File: src/rtl/d_sram_like_to_axi_pkg.sv
// Shared definitions for the sram-like to AXI3 bridges: FSM encoding,
// fixed AXI field values, port IDs and the write-strobe helper.
package d_sram_like_to_axi_pkg;

  typedef enum logic [2:0] {
    IDLE    = 3'd0,
    RD_ADDR = 3'd1,
    RD_DATA = 3'd2,
    WR_REQ  = 3'd3,
    WR_RESP = 3'd4
  } state_t;

  localparam logic [1:0] BURST_INCR = 2'b01;

  localparam logic [2:0] SIZE_BYTE = 3'd0;
  localparam logic [2:0] SIZE_HALF = 3'd1;
  localparam logic [2:0] SIZE_WORD = 3'd2;

  localparam logic [3:0] INST_PORT_ID = 4'd0;
  localparam logic [3:0] DATA_PORT_ID = 4'd1;

  // Byte-lane strobe for a single-beat access; size 3 is illegal and is
  // treated as a full word so a bad request never produces an empty strobe.
  function automatic logic [3:0] sram_wstrb(input logic [1:0] size,
                                            input logic [1:0] addr_lo);
    logic [3:0] strb;
    case (size)
      2'd0:    strb = 4'b0001 << addr_lo;
      2'd1:    strb = addr_lo[1] ? 4'b1100 : 4'b0011;
      default: strb = 4'b1111;
    endcase
    return strb;
  endfunction

endpackage

File: src/rtl/d_sram_like_to_axi.sv
// Data-side sram-like responder: turns one request at a time into a
// single-beat AXI3 read or write and answers with a one-cycle data_ok.
module d_sram_like_to_axi
  import d_sram_like_to_axi_pkg::*;
#(
  parameter int              ID_W   = 4,
  parameter logic [ID_W-1:0] AXI_ID = ID_W'(DATA_PORT_ID)
) (
  input  logic            clk,
  input  logic            rst,
  // sram-like side
  input  logic            data_req,
  input  logic            data_wr,
  input  logic [1:0]      data_size,
  input  logic [31:0]     data_addr,
  input  logic [31:0]     data_wdata,
  output logic [31:0]     data_rdata,
  output logic            data_addr_ok,
  output logic            data_data_ok,
  // AXI read address
  output logic [ID_W-1:0] arid,
  output logic [31:0]     araddr,
  output logic [3:0]      arlen,
  output logic [2:0]      arsize,
  output logic [1:0]      arburst,
  output logic [1:0]      arlock,
  output logic [3:0]      arcache,
  output logic [2:0]      arprot,
  output logic            arvalid,
  input  logic            arready,
  // AXI read data
  input  logic [ID_W-1:0] rid,
  input  logic [31:0]     rdata,
  input  logic [1:0]      rresp,
  input  logic            rlast,
  input  logic            rvalid,
  output logic            rready,
  // AXI write address
  output logic [ID_W-1:0] awid,
  output logic [31:0]     awaddr,
  output logic [3:0]      awlen,
  output logic [2:0]      awsize,
  output logic [1:0]      awburst,
  output logic [1:0]      awlock,
  output logic [3:0]      awcache,
  output logic [2:0]      awprot,
  output logic            awvalid,
  input  logic            awready,
  // AXI write data
  output logic [ID_W-1:0] wid,
  output logic [31:0]     wdata,
  output logic [3:0]      wstrb,
  output logic            wlast,
  output logic            wvalid,
  input  logic            wready,
  // AXI write response
  input  logic [ID_W-1:0] bid,
  input  logic [1:0]      bresp,
  input  logic            bvalid,
  output logic            bready
);

  state_t      state_reg, state_next;
  logic        aw_done_reg, aw_done_next;
  logic        w_done_reg, w_done_next;
  logic        wr_reg;
  logic [1:0]  size_reg;
  logic [31:0] addr_reg;
  logic [31:0] wdata_reg;
  logic [3:0]  strb_reg;
  logic        aw_fire, w_fire;

  // Response IDs, status and rlast are not needed: only one transaction is
  // ever outstanding and every access is a single beat.
  logic unused_inputs;
  assign unused_inputs = ^{rid, rresp, rlast, bid, bresp, wr_reg};

  // Handshake-level outputs are pure decodes of the state and done flags.
  assign data_addr_ok = (state_reg == IDLE) && data_req;
  assign data_data_ok = ((state_reg == RD_DATA) && rvalid) ||
                        ((state_reg == WR_RESP) && bvalid);
  assign data_rdata   = rdata;

  assign arvalid = (state_reg == RD_ADDR);
  assign rready  = (state_reg == RD_DATA);
  assign awvalid = (state_reg == WR_REQ) && !aw_done_reg;
  assign wvalid  = (state_reg == WR_REQ) && !w_done_reg;
  assign bready  = (state_reg == WR_RESP);

  assign aw_fire = awvalid && awready;
  assign w_fire  = wvalid && wready;

  // Channel fields come straight from the latched request.
  assign arid    = AXI_ID;
  assign araddr  = addr_reg;
  assign arlen   = 4'd0;
  assign arsize  = {1'b0, size_reg};
  assign arburst = BURST_INCR;
  assign arlock  = 2'd0;
  assign arcache = 4'd0;
  assign arprot  = 3'd0;

  assign awid    = AXI_ID;
  assign awaddr  = addr_reg;
  assign awlen   = 4'd0;
  assign awsize  = {1'b0, size_reg};
  assign awburst = BURST_INCR;
  assign awlock  = 2'd0;
  assign awcache = 4'd0;
  assign awprot  = 3'd0;

  assign wid     = AXI_ID;
  assign wdata   = wdata_reg;
  assign wstrb   = strb_reg;
  assign wlast   = 1'b1;

  // Next-state and write-channel completion tracking.
  always_comb begin
    state_next   = state_reg;
    aw_done_next = aw_done_reg || aw_fire;
    w_done_next  = w_done_reg || w_fire;
    case (state_reg)
      IDLE: begin
        aw_done_next = 1'b0;
        w_done_next  = 1'b0;
        if (data_req) state_next = data_wr ? WR_REQ : RD_ADDR;
      end
      RD_ADDR: if (arready) state_next = RD_DATA;
      RD_DATA: if (rvalid)  state_next = IDLE;
      WR_REQ:  if (aw_done_next && w_done_next) state_next = WR_RESP;
      WR_RESP: if (bvalid)  state_next = IDLE;
      default: state_next = IDLE;
    endcase
  end

  // State and done flags; reset drops any in-flight transaction at once.
  always_ff @(posedge clk or posedge rst) begin
    if (rst) begin
      state_reg   <= IDLE;
      aw_done_reg <= 1'b0;
      w_done_reg  <= 1'b0;
    end else begin
      state_reg   <= state_next;
      aw_done_reg <= aw_done_next;
      w_done_reg  <= w_done_next;
    end
  end

  // Capture the request on acceptance; fields stay frozen until next IDLE.
  always_ff @(posedge clk or posedge rst) begin
    if (rst) begin
      wr_reg    <= 1'b0;
      size_reg  <= 2'd0;
      addr_reg  <= 32'd0;
      wdata_reg <= 32'd0;
      strb_reg  <= 4'd0;
    end else if (data_addr_ok) begin
      wr_reg    <= data_wr;
      size_reg  <= data_size;
      addr_reg  <= data_addr;
      wdata_reg <= data_wdata;
      strb_reg  <= sram_wstrb(data_size, data_addr[1:0]);
    end
  end

endmodule

File: config.mk
export PLATFORM = sky130hd
export DESIGN_NAME = d_sram_like_to_axi
export DESIGN_NICKNAME = d
export VERILOG_FILES = /design/src/rtl/d_sram_like_to_axi_pkg.sv /design/src/rtl/d_sram_like_to_axi.sv
export SDC_FILE = /design/constraint.sdc
export NUM_CORES = 1
export LEC_CHECK = 0
export BUFFER_PORTS_ARGS = -buffer_cell sky130_fd_sc_hd__buf_2
export CAP_MARGIN = 25
export CORE_AREA = 2 2 121 123
export CTS_CLUSTER_DIAMETER = 120
export DETAILED_ROUTE_END_ITERATION = 12
export DIE_AREA = 0 0 123 125
export PLACE_DENSITY = 0.63
export SLEW_MARGIN = 20
export SYNTH_ARGS = -nofsm -noshare
export SYNTH_HDL_FRONTEND = slang
export SYNTH_SLANG_ARGS = --single-unit
File: constraint.sdc
create_clock -name clk -period 3.1 [get_ports clk]
set_input_delay 0.31 -clock clk [delete_from_list [all_inputs] [get_ports clk]]
set_output_delay 0.31 -clock clk [all_outputs]
set_load 0.02 [all_outputs]
Word-level counts from Yosys, hierarchy flattened
Cells that the tools add are included.
{"block": "totals", "regBits": 75, "input_bits": 120, "output_inout_bits": 188}
{"block": "op_classes", "n_eq_ne": 10, "n_shift": 1, "n_mux": 11, "n_reduce_logical": 16}
{"op": "3-bit 2-to-1 mux", "n": 5}
{"op": "3-bit case mux with 5 select lines", "n": 1}
{"op": "1-bit logical AND", "n": 8}
{"op": "4-bit case mux with 2 select lines", "n": 1}
{"op": "3-bit by 2-bit == test with 1-bit output, second input constant", "n": 2}
{"op": "2-bit inequality test, second input constant", "n": 3}
{"op": "5-bit AND reduction", "n": 1}
{"op": "4-bit 2-to-1 mux", "n": 1}
{"op": "2-bit by 1-bit inequality test with 1-bit output, second input constant", "n": 2}
{"op": "1-bit by 2-bit << shifter with 4-bit output, first input constant", "n": 1}
{"op": "3-bit by 1-bit == test with 1-bit output, second input constant", "n": 1}
{"op": "3-bit == test, second input constant", "n": 1}
{"op": "3-bit logical NOT", "n": 1}
{"op": "1-bit logical OR", "n": 3}
{"op": "2-bit by 1-bit == test with 1-bit output, second input constant", "n": 1}
{"op": "1-bit logical NOT", "n": 2}
{"op": "2-bit logical NOT", "n": 1}
{"op": "1-bit 2-to-1 mux", "n": 2}
{"op": "2-bit 2-to-1 mux", "n": 1}

Depth between registers and ports, before layout
Gate-level depths: netlist of run 1.
{"block": "logic_depth", "word_depth": 7, "ltp_mapped": 5, "depth_no_buf": 3}

Least setup slack after synthesis of run 1
Ideal clock, no wire load.
{"block": "synth_timing", "kind": "reg-to-output", "from": "register state_reg[1]", "to": "output data_data_ok", "arrival_ps": 1562, "required_time_ps": 2790, "slack_ps": 1228, "path_stages_with_launch": 4, "n_path_buf": 1, "path_cell_list": "dfrtp_1 -> clkbuf_1 -> nor3b_1 -> a22o_1"}
{"block": "synth_via", "elab_chain_cells": 3}
{"item": "start, declared", "line": "d_sram_like_to_axi.sv:63", "text": "state_t state_reg, state_next;"}
{"item": "start signal, assigned", "line": "d_sram_like_to_axi.sv:143", "text": "state_reg <= state_next;"}
{"item": "3-bit == test"}
{"item": "named net bready", "line": "d_sram_like_to_axi.sv:60", "text": "output logic bready"}
{"item": "1-bit logical AND", "line": "d_sram_like_to_axi.sv:81", "text": "((state_reg == WR_RESP) && bvalid);"}
{"item": "1-bit logical OR", "line": "d_sram_like_to_axi.sv:80", "text": "assign data_data_ok = ((state_reg == RD_DATA) && rvalid) ||"}
{"item": "end, declared", "line": "d_sram_like_to_axi.sv:19", "text": "output logic data_data_ok,"}
The timed path passes the listed nets, and every way through them passes these cells.

Worst setup path after layout of run 1
{"block": "layout_timing", "from": "register state_reg[2]", "to": "output data_addr_ok"}
{"block": "layout_via", "elab_chain_cells": 2}
{"item": "3-bit logical NOT", "line": "d_sram_like_to_axi.sv:79", "text": "assign data_addr_ok = (state_reg == IDLE) && data_req;"}
{"item": "1-bit logical AND", "line": "d_sram_like_to_axi.sv:79"}
{"item": "end, declared", "line": "d_sram_like_to_axi.sv:18", "text": "output logic data_addr_ok,"}
Every way passes these cells.

==> flow_summary.ini, run 1 <==
[outcome]
status = complete, no violations

[place]
dp_hpwl_um = 6110
place_ws_ns = 1.24
io_buffers = 185
finalWeightedCongestion = 0.777

[layout]
areaGrowthSynthToFinish_pct = 19.3
final_cell_mix = 185 x buf_2, 75 x dfrtp_1, 66 x mux2_2
final_common_cell = buf_2
drive_gt1_frac = 0.630
finalNetCount = 548
antenna_cells = 0

[timing]
fmax_ghz = 0.489
fin_ws_ns = 1.06
skew_ns = 0.00694
worstMarginPinSlew_ns = 0.742
max_slew_margin = 0.505
hold_violations = 0
drv_slew = 0
period_minus_slack_ns = 2.04
rsz0062_at_grt = false
period_share = 0.659
setup_violations = 0
setup-tns-final_ns = 0

[clocking]
clock_path_buffers = 2
htree_levels = 3
clk_pin_slew_ns = 0.06
numCtsBuffers = 9
postCtsHoldBufs = 0
clk_latency_ns = 0.33
cts_resized = 0
cts_setup_buffers = 0
clock_sinks = 75
cts_tree = done
cts-root-buf = clkbuf_16

[run]
max_cap_violations = 0

[synthesis]
mappedNetlistArea_um2 = 3780
synth_cells = 306
yosys_warnings = 0
synth_cell_types = 25
ys_seq_area_frac = 0.497
ys_seq_elements = 75
syn_avg_cell_area_um2 = 12.3
synth_area_leaders = dfrtp_1 50%, buf_4 22%, mux2_2 20%
yosysTopAreaCell = dfrtp_1
yosysTopAreaCellShare = 0.497

[critical_path]
worst_setup_path_end_kind = output pin
worstPathRequired_ns = 2.79
worst-setup-path-type = flop to output pin
worstSetupStartpointType = flop
arrival_ns = 1.73
cp_max_fo = 31

[detailed_routing]
vias_per_cell = 4.00
detailedRoute.firstIterationViolations = 62
firstDrtPassIters = 4
antenna_left = 0
vias = 2468
wl_um = 7940
wl_per_cell_um = 12.9
drc = 0

[die]
start_util = 0.266
boundaryPins = 308
die_x_um = 123
dieHeight_um = 125
die_area_um2 = 15400
rows = 44
core-area_um2 = 14200

[global_route]
grt_first_pass_wirelength_um = 11600
overflow = 0
grt_max_degree = 47
grt_use_total = 0.0993
antenna_found_initial = 0
grt_pass1_vias = 2265

[power_and_ir_drop]
power_density_nw_per_um2 = 1200
p_leak_uw = 0.00226
vdd_ir_drop_max_v = 0.000506

[hold_path]
min_path_type = input pin to async pin
[final cells by class]
class	instances	area, um^2
Fill cell	1481	9700
Sequential cell	75	1880
Multi-Input combinational cell	151	1150
Timing Repair Buffer	188	948
Clock buffer	12	256
Tap cell	184	230
Clock inverter	4	25.0
Inverter	3	12.5
[worst max-delay path, stage by stage (launching register included)]
cell and delay, ns:
dfrtp_1 0.47, nor4b_4 0.30, buf_4 0.39, buf_2 0.24
[stage by stage]
stage          hold slack, ns  instance area (um^2)   util  instances  power, uW
6_report               0.0798                  4500  0.317        617       5410
5_1_grt                 0.148                  4500  0.317        617       5770
4_1_cts                 0.111                  4500  0.317        617       5510
3_5_place_dp            0.463                  4220  0.297        601       4490
3_3_place_gp            0.456                  4220  0.297        601       4440
2_1_floorplan           0.433                  3940      -        349       3980
[worst paths after layout]
kind	startpoint	to	slack, ns	cells past startpoint
setup reg to reg	state_reg[2]	araddr[21]	1.24	3
max in group asynchronous	rst	w_done_reg	2.14	3
hold reg to reg	wdata[9]	wdata[9]	0.50	1
hold / removal	rst	araddr[20]	0.08	2
min in group clk	data_wdata[5]	wdata[5]	0.20	2
setup / recovery	state_reg[2]	data_addr_ok	1.06	3
[per-layer routing]
layer,up-vias,share of wire,wire length (um),GRT usage
met2,176,0.50,3950,0.171
met5,-,0,0,0
met1,1171,0.36,2830,0.0992
met3,11,0.13,1000,0.0420
li1,1110,-,-,-
met4,0,0.020,162,0.0561
[power breakdown]
| part | switching (uW) | internal (uW) | total, uW |
|---|---|---|---|
| combinational | 1590 | 1050 | 2640 |
| clock | 394 | 583 | 977 |
| sequential | 319 | 1480 | 1800 |
[kinds of logic after synthesis]
logic type             share of synthesized area
AO/OA/AOI/OAI                             0.0345
buffers and inverters                      0.240
flip-flops                                 0.497
multiplexers                               0.197
other                                    0.00199
AND/OR/NAND/NOR                           0.0298
[Yosys cell counts]
| cell type | number |
|---|---|
| dfrtp_1 | 75 |
| or2_2 | 1 |
| o22ai_1 | 1 |
| nor4b_4 | 1 |
| o22a_1 | 1 |
| a32oi_1 | 1 |
| conb_1 | 2 |
| buf_4 | 113 |
| inv_1 | 3 |
| mux2_2 | 66 |
| nor3b_1 | 1 |
| clkbuf_1 | 1 |
| nand2_1 | 1 |
| a31o_2 | 1 |
| buf_2 | 4 |
| nor2b_1 | 2 |
| and2_1 | 1 |
| buf_6 | 2 |
| nor3_1 | 1 |
| a21oi_1 | 10 |
| a22o_1 | 1 |
| nor2_1 | 6 |
| o21ai_0 | 6 |
| nand2b_1 | 4 |
| o221ai_1 | 1 |
No activity file was read; power rests on OpenSTA's default activity.
==> inputs of run 2 (changes only) <==
--- a/config.mk
+++ b/config.mk
@@ -7,11 +7,11 @@
 export LEC_CHECK = 0
 export BUFFER_PORTS_ARGS = -buffer_cell sky130_fd_sc_hd__buf_2
 export CAP_MARGIN = 25
-export CORE_AREA = 2 2 121 123
+export CORE_AREA = 2 2 119 121
 export CTS_CLUSTER_DIAMETER = 120
 export DETAILED_ROUTE_END_ITERATION = 12
-export DIE_AREA = 0 0 123 125
-export PLACE_DENSITY = 0.63
+export DIE_AREA = 0 0 121 123
+export PLACE_DENSITY = 0.67
 export SLEW_MARGIN = 20
 export SYNTH_ARGS = -nofsm -noshare
 export SYNTH_HDL_FRONTEND = slang
==> constraint.sdc (replaced) <==
create_clock -name clk -period 1.85 [get_ports clk]
set_input_delay 0.185 -clock clk [delete_from_list [all_inputs] [get_ports clk]]
set_output_delay 0.185 -clock clk [all_outputs]
set_load 0.02 [all_outputs]
==> run 2 against run 1 <==
Utilization up 2.2 points. Total power up 71%. Design area up 2.4%. Critical endpoint is now araddr[14]. Largest power group unchanged.
==> flow_summary.ini, run 2 (synthesis results as in run 1) <==
[critical_path]
cp_max_fo = 33
worst_setup_path_end_kind = flop
worstPathRequired_ns = 2.06
reg2reg_from = state_reg[2]
path_cells = nor4b_4 > buf_12 > buf_16 > mux2_2
cpMaxStageDelayCell = dfrtp_2
arrival_ns = 1.98
worst-setup-path-type = flop to flop
cp_slowest_stage_delay_ns = 0.46
reg2reg_setup_slack_ns = 0.08
crit_path_start = state_reg[2]
worstSetupStartpointType = flop

[die]
core-area_um2 = 13600
dieHeight_um = 123
start_util = 0.277
boundaryPins = 308
die_area_um2 = 14900
rows = 43
die_x_um = 121

[timing]
rsz0062_at_grt = false
fmax_ghz = 0.565
setup-tns-final_ns = 0
period_share = 0.957
skew_ns = 0.00346
period_minus_slack_ns = 1.77
setup_violations = 0
hold_violations = 0
drv_slew = 0

[clocking]
numCtsBuffers = 9
cts-root-buf = clkbuf_16
clk_pin_slew_ns = 0.05
clk_latency_ns = 0.33
clock_path_buffers = 2
cts_tree = done
htree_levels = 3
clock_sinks = 75

[detailed_routing]
vias = 2523
firstDrtPassIters = 4
wl_per_cell_um = 13.5
antenna_left = 0
vias_per_cell = 4.08
wl_um = 8340
drc = 0
detailedRoute.firstIterationViolations = 68

[run]
max_cap_violations = 0

[place]
finalWeightedCongestion = 0.797
dp_hpwl_um = 6330
io_buffers = 185
dpl.cell_count = 601

[global_route]
grt_first_pass_wirelength_um = 11600
overflow = 0
grt_max_degree = 76
antenna_found_initial = 0
grt_use_total = 0.103
grt_pass1_vias = 2339

[power_and_ir_drop]
p_clk_frac = 0.173
total_power_uw = 9250
power_density_nw_per_um2 = 2000
vdd_ir_drop_max_v = 0.000727
comb_power_share = 0.501
power_frac_seq = 0.326
switchingPower_uw = 3890
internal_power_uw = 5350
switching_share = 0.421
p_leak_uw = 0.00231

[layout]
antenna_cells = 0
drive_gt1_frac = 0.631
finalNetCount = 554
final_cell_mix = 185 x buf_2, 74 x dfrtp_1, 65 x mux2_2
instances_no_fill = 619
areaGrowthSynthToFinish_pct = 22.2
fill_cells = 1367
final_common_cell = buf_2

[hold_path]
min_from = data_wdata[17]
min_path_type = input pin to flop

[outcome]
status = complete, no violations
==> run 2: cell type report <==
cell class              count  area [um^2]  area share
clock buffers              14          264      0.0572
flip-flops and latches     75         1880       0.407
multi-input cells         151         1160       0.251
inverters                   3         15.0     0.00325
repair buffers            194         1060       0.230
clock inverters             2         10.0     0.00217
well taps                 180          225      0.0488
==> run 2: path summary, 6_finish.rpt <==
kind / endpoint / cells past startpoint
setup / recovery: araddr[14] / 4
hold / removal: wdata[17] / 2
setup reg to reg: araddr[14] / 4
hold reg to reg: wdata[25] / 1
max in group asynchronous: state_reg[2] / 4
min in group asynchronous: wdata[17] / 4
==> run 2: repair_timing <==
item / CTS / global route
buffers inserted: 0 / 1
hold buffers: 1 / 0
pin swaps: 1 / 1
setup endpoints to repair: 1 / 32
cloned: 0 / 1
gates resized for setup: 1 / 3
hold endpoints to repair: 75 / 0
==> run 2: power by group through the flow <==
stage	clock network [uW]	registers, uW	logic, uW
after floorplan	0	3960	2720
after global placement	0	2980	4590
after detailed placement	0	3040	4640
after CTS	1680	3030	4600
after global routing	1750	3130	4950
final	1600	3020	4640
==> run 2: per-stage QoR <==
stage           util  area (um^2)  hold WS, ns  worst slack, ns
3_3_place_gp   0.316         4300        0.324            0.196
3_5_place_dp   0.316         4300        0.332            0.161
6_report       0.339         4610       0.0863           0.0795
4_1_cts        0.335         4570       0.0652           0.0494
2_1_floorplan      -         3940        0.308            0.103
5_1_grt        0.339         4610       0.0653         0.000400
==> run 2: per-layer routing <==
layer | wire length [um] | up-vias | GRT usage | share of wire
li1 | - | 1125 | - | -
met1 | 2870 | 1212 | 0.101 | 0.34
met2 | 4450 | 178 | 0.189 | 0.53
met3 | 922 | 8 | 0.0461 | 0.11
met4 | 99 | 0 | 0.0392 | 0.012
met5 | 0 | - | 0 | 0
==> run 2: critical path: cells and delay by family (launching register included) <==
| family | cells | cell delay (ns) |
|---|---|---|
| and+or+nand+nor | 1 | 0.37 |
| muxes | 1 | 0.36 |
| buffers and inverters | 2 | 0.44 |
| DFF | 1 | 0.46 |
